### src/rtl/ram_sync_read_pkg.sv
// Shared constants and helpers for the ram_sync_read family of cache arrays.
package ram_sync_read_pkg;

    localparam int RSR_WIDTH_A_DFLT = 3;
    localparam int RSR_DATA_W_DFLT  = 32;
    localparam int RSR_TAG_W_DFLT   = 14;

    function automatic int rsr_depth(input int width_a);
        return 1 << width_a;
    endfunction

endpackage

### src/rtl/ram_sync_read_d0.sv
// Cache data array, way 0: thin wrapper around ram_sync_read.
module ram_sync_read_d0
    import ram_sync_read_pkg::*;
#(
    parameter int WIDTH_a = RSR_WIDTH_A_DFLT,
    parameter int WIDTH_d = RSR_DATA_W_DFLT
) (
    input  logic               clock,
    input  logic               reset_n,
    input  logic [WIDTH_a-1:0] addr,
    input  logic [WIDTH_d-1:0] din,
    input  logic               we,
    output logic [WIDTH_d-1:0] dout
);

    ram_sync_read #(
        .WIDTH_a(WIDTH_a),
        .WIDTH_d(WIDTH_d)
    ) u_ram (
        .clock  (clock),
        .reset_n(reset_n),
        .addr   (addr),
        .din    (din),
        .we     (we),
        .dout   (dout)
    );

endmodule

### src/rtl/ram_sync_read.sv
// Single-port RAM: synchronous write, 1-cycle registered read, contents cleared by reset.
// Define RAM_SYNC_READ_WRITE_FIRST_EN for write-first same-address behaviour (default read-first).
module ram_sync_read
    import ram_sync_read_pkg::*;
#(
    parameter int WIDTH_a = RSR_WIDTH_A_DFLT,
    parameter int WIDTH_d = RSR_DATA_W_DFLT
) (
    input  logic               clock,
    input  logic               reset_n,
    input  logic [WIDTH_a-1:0] addr,
    input  logic [WIDTH_d-1:0] din,
    input  logic               we,
    output logic [WIDTH_d-1:0] dout
);

    localparam int DEPTH = rsr_depth(WIDTH_a);

    logic [WIDTH_d-1:0] mem_q [DEPTH];
    logic [WIDTH_d-1:0] dout_q;
    logic [WIDTH_d-1:0] dout_d;

`ifdef RAM_SYNC_READ_WRITE_FIRST_EN
    always_comb begin
        dout_d = we ? din : mem_q[addr];
    end
`else
    always_comb begin
        dout_d = mem_q[addr];
    end
`endif

    // Array is cleared on reset so cache valid/dirty state starts known.
    always_ff @(posedge clock or negedge reset_n) begin
        if (!reset_n) begin
            dout_q <= '0;
            for (int i = 0; i < DEPTH; i++) begin
                mem_q[i] <= '0;
            end
        end else begin
            if (we) begin
                mem_q[addr] <= din;
            end
            dout_q <= dout_d;
        end
    end

    assign dout = dout_q;

endmodule

### config.mk
export PLATFORM = sky130hd
export DESIGN_NAME = ram_sync_read_d0
export DESIGN_NICKNAME = d
export VERILOG_FILES = /design/src/rtl/ram_sync_read_pkg.sv /design/src/rtl/ram_sync_read_d0.sv /design/src/rtl/ram_sync_read.sv
export SDC_FILE = /design/constraint.sdc
export NUM_CORES = 1
export LEC_CHECK = 0
export BUFFER_PORTS_ARGS = -buffer_cell sky130_fd_sc_hd__clkbuf_2
export CAP_MARGIN = 20
export CORE_MARGIN = 2
export CORE_UTILIZATION = 40
export DETAILED_ROUTE_END_ITERATION = 6
export PLACE_DENSITY_LB_ADDON = 0.1
export SLEW_MARGIN = 10
export SYNTH_ARGS = -nofsm -noshare
export SYNTH_HDL_FRONTEND = slang
export SYNTH_SLANG_ARGS = --single-unit
### constraint.sdc
create_clock -name clock -period 1.3 [get_ports clock]
set_input_delay 0.065 -clock clock [delete_from_list [all_inputs] [get_ports clock]]
set_output_delay 0.065 -clock clock [all_outputs]
set_load 0.05 [all_outputs]
==> reports/qor_table.md <==
| Result | Value |
| --- | --- |
| Leading register cell type out of synthesis | sky130_fd_sc_hd__dfrtp_1 |
| Die Wd | 181 µm |
| Post-DR wirelength/cell | 21.2 µm |
| Total of max-cap violations | 0 |
| # fillers | 2631 |
| Buffers inserted by post-CTS timing repair | 0 |
| Kind of end point of the critical path | flop |
| Number of buffers inserted during clock tree synthesis | 34 |
| Remaining DRCs | 0 |
| Result of the run | finished, final reports clean |
| Cell with the biggest individual delay on the critical path | sky130_fd_sc_hd__mux4_2 |
| Per-cell via count in the routed design | 5.43 |
| Number of synthesized flops with an enable pin | 0 |
| Post-synthesis net count | 889 |
| # resized after CTS | 0 |
| Class of the tightest hold or removal check | in -> reg |
| Initial standard-cell utilization of the core | 40.8% |
| Pwr per Cell Area | 1720 nW/µm² |
| Pin count of the biggest net entering global routing | 48 |
| Async set or reset register ratio after synthesis | 100% |
| Setup repair after global routing missed its margin | false |
| Critical path launch point type | flop |
| Most common cell after layout, fill and taps aside | sky130_fd_sc_hd__dfrtp_1 |
| Number of standard cells after synthesis | 851 |
| Post-route core utilization | 50.4% |
| Data required time of the worst path | 1.69 ns |
| Row count | 64 |
| Total wire length | 30200 µm |
| Root buffer selected by CTS | sky130_fd_sc_hd__clkbuf_16 |
| Number of global-route vias before repair | 8588 |
| Detailed-placement wirelength estimate | 19900 µm |
| TritonCTS clock tree | done |
| Final estimated routing congestion in global placement | 0.741 |
| Mapped cell area | 12500 µm² |
| Final global-route overflow total | 0 |
| Maximum clock skew at final layout | 0.0120 ns |
| Post-route clock period utilization | 96.4% |
| Number of synthesized register bits | 288 |
| Hold Violations, Final | 0 |
| Slew at the pin closest to its max-slew limit | 0.783 ns |
| Final max-slew violation count | 0 |
| Maximum achievable frequency | 798 MHz |
| Count of pins on the block boundary | 70 |
| Total inserted antenna cells | 0 |
| Global-route usage over all layers | 19.0% |
| Layout cell share with drive strength beyond 1 | 47.0% |
| Headroom to the max-slew limit | 47.7% |
| Num Clock Sinks | 288 |
| Antenna violations before repair | 0 |
| Static leakage | 0.00684 µW |
| Distinct cell type count after synthesis | 32 |
| Area grow syn2layout | 23.6% |
| Commonest non-fill, non-tap cells in the layout | sky130_fd_sc_hd__dfrtp_1 (288), sky130_fd_sc_hd__mux2_2 (266), sky130_fd_sc_hd__clkbuf_2 (65) |
| Wire length of the first global-routing pass | 49200 µm |
| Placed standard-cell area | 14000 µm² |
| # hold bufs at CTS | 33 |
| Routed via count | 7748 |
| Clock slew seen by the registers of the worst setup and hold paths | 0.06 ns |
| Worst setup path category | reg -> reg |
| Largest fanout on the critical path | 2 |
| Final setup violation count | 0 |
| Port Buffers | 69 |
| Number of violations reported at the end of detailed-routing iteration 0 | 313 |
| Slowest stage delay, CP | 0.47 ns |
| Worst endpoint data arrival time | 1.64 ns |
| Fin crit period | 1.25 ns |
| H-tree depth | 2 |
| Die span in y | 181 µm |
| Clk_lat worst skew | 0.50 ns |
| Number of antenna-violating nets in the routed design | 0 |
| Total die area | 32700 µm² |
| Post-route design area | 15500 µm² |
| Layout Nets | 1045 |
| Sequential-to-total area share from yosys stat | 57.6% |
| Max Root-Sink Buffers | 3 |
| Maximum VDD drop | 0.984 mV |
| Critical path cell sequence | mux4_2, mux2_2 |
| Total number of yosys warnings | 0 |
| Mean area per synthesized cell | 14.7 µm² |
| Core region area | 30700 µm² |
| Pre-antenna DRT Iters | 4 |
[state kept, by name, indices dropped and copies added (netlist names)]
signal       count
u_ram.dout      32
u_ram.mem_q    256
[final timing paths]
path / depth (start not counted) / slack, ns / end / start
max: 2 / 0.05 / u_ram.dout[16] / u_ram.mem_q[176]
min: 5 / 0.07 / u_ram.dout[21] / addr[0]
max reg2reg: 2 / 0.05 / u_ram.dout[16] / u_ram.mem_q[176]
min reg2reg: 1 / 0.49 / u_ram.mem_q[37] / u_ram.mem_q[37]
max in group asynchronous: 3 / 0.64 / u_ram.mem_q[61] / reset_n
min in group asynchronous: 2 / 0.10 / u_ram.mem_q[182] / reset_n
[critical path: cells and delay by family, from the launching register on]
kind | cells | cell delay [ns]
multiplexers | 2 | 0.75
flip-flops | 1 | 0.38
[Yosys cell counts, types with 2 or more instances]
cell type                    n  area share (%)
sky130_fd_sc_hd__a211o_1    20             1.4
sky130_fd_sc_hd__a211oi_1    7            0.42
sky130_fd_sc_hd__a21boi_0   12            0.72
sky130_fd_sc_hd__a21oi_1    15            0.60
sky130_fd_sc_hd__a22oi_1    20             1.2
sky130_fd_sc_hd__a311o_1     7            0.56
sky130_fd_sc_hd__buf_1       4            0.12
sky130_fd_sc_hd__buf_2      43             1.7
sky130_fd_sc_hd__buf_4       2            0.12
sky130_fd_sc_hd__clkbuf_1   14            0.42
sky130_fd_sc_hd__dfrtp_1   288              58
sky130_fd_sc_hd__inv_1      11            0.33
sky130_fd_sc_hd__mux2_1     12             1.1
sky130_fd_sc_hd__mux2_2    266              24
sky130_fd_sc_hd__mux2i_1    52             4.2
sky130_fd_sc_hd__mux4_2     10             1.8
sky130_fd_sc_hd__nand2_1    15            0.45
sky130_fd_sc_hd__nand2b_1    2            0.10
sky130_fd_sc_hd__nor2b_1     2            0.10
sky130_fd_sc_hd__nor3_1      2           0.080
sky130_fd_sc_hd__o211ai_1   20             1.2
sky130_fd_sc_hd__o32a_1     11            0.88
sky130_fd_sc_hd__o32ai_1     7            0.49
[layout make-up]
type / count / area (µm²) / area share [%]
sequential: 288 / 7210 / 46.6
inverter: 12 / 47.5 / 0.307
clock inverter: 7 / 110 / 0.712
multi-input combinational: 488 / 4990 / 32.3
tap: 396 / 495 / 3.20
timing repair buffer: 183 / 1560 / 10.1
clock buffer: 52 / 1050 / 6.80
[cells by family after synthesis]
group           count (synthesis)  share of synthesized area [%]
simple gates                   29                           1.20
compound gates                119                           7.47
mux                           340                           31.0
buf+inv                        75                           2.74
flops                         288                           57.6
[through the flow]
| stage | TNS, ns | setup WS [ns] | hold WS (ns) | std cells | power [µW] |
|---|---|---|---|---|---|
| floorplan | -2.01 | -0.0401 | -0.231 | 851 | 15300 |
| global placement | -30.09 | -0.220 | 0.0386 | 1334 | 16600 |
| detailed placement | -35.56 | -0.227 | 0.0278 | 1334 | 16900 |
| CTS | 0 | 0.0472 | 0.0720 | 1426 | 26800 |
| global route | 0 | 0.0275 | 0.103 | 1426 | 27800 |
| finish | 0 | 0.0462 | 0.0739 | 1426 | 26500 |
[power breakdown]
group / leakage (µW) / internal (µW) / switching, µW
sequential: 0.00346 / 10900 / 945
clock: 0.000574 / 6150 / 3590
combinational: 0.00280 / 2470 / 2430
total: 0.00684 / 19600 / 6960
[routing by layer]
layer	up-vias	part of all wire (%)	track usage, %
li1	3472	-	-
met1	4109	45	25.6
met2	122	50	32.4
met3	45	3.0	2.64
met4	0	1.9	4.97
met5	-	0	0
Power figures use the tool's default switching activity.
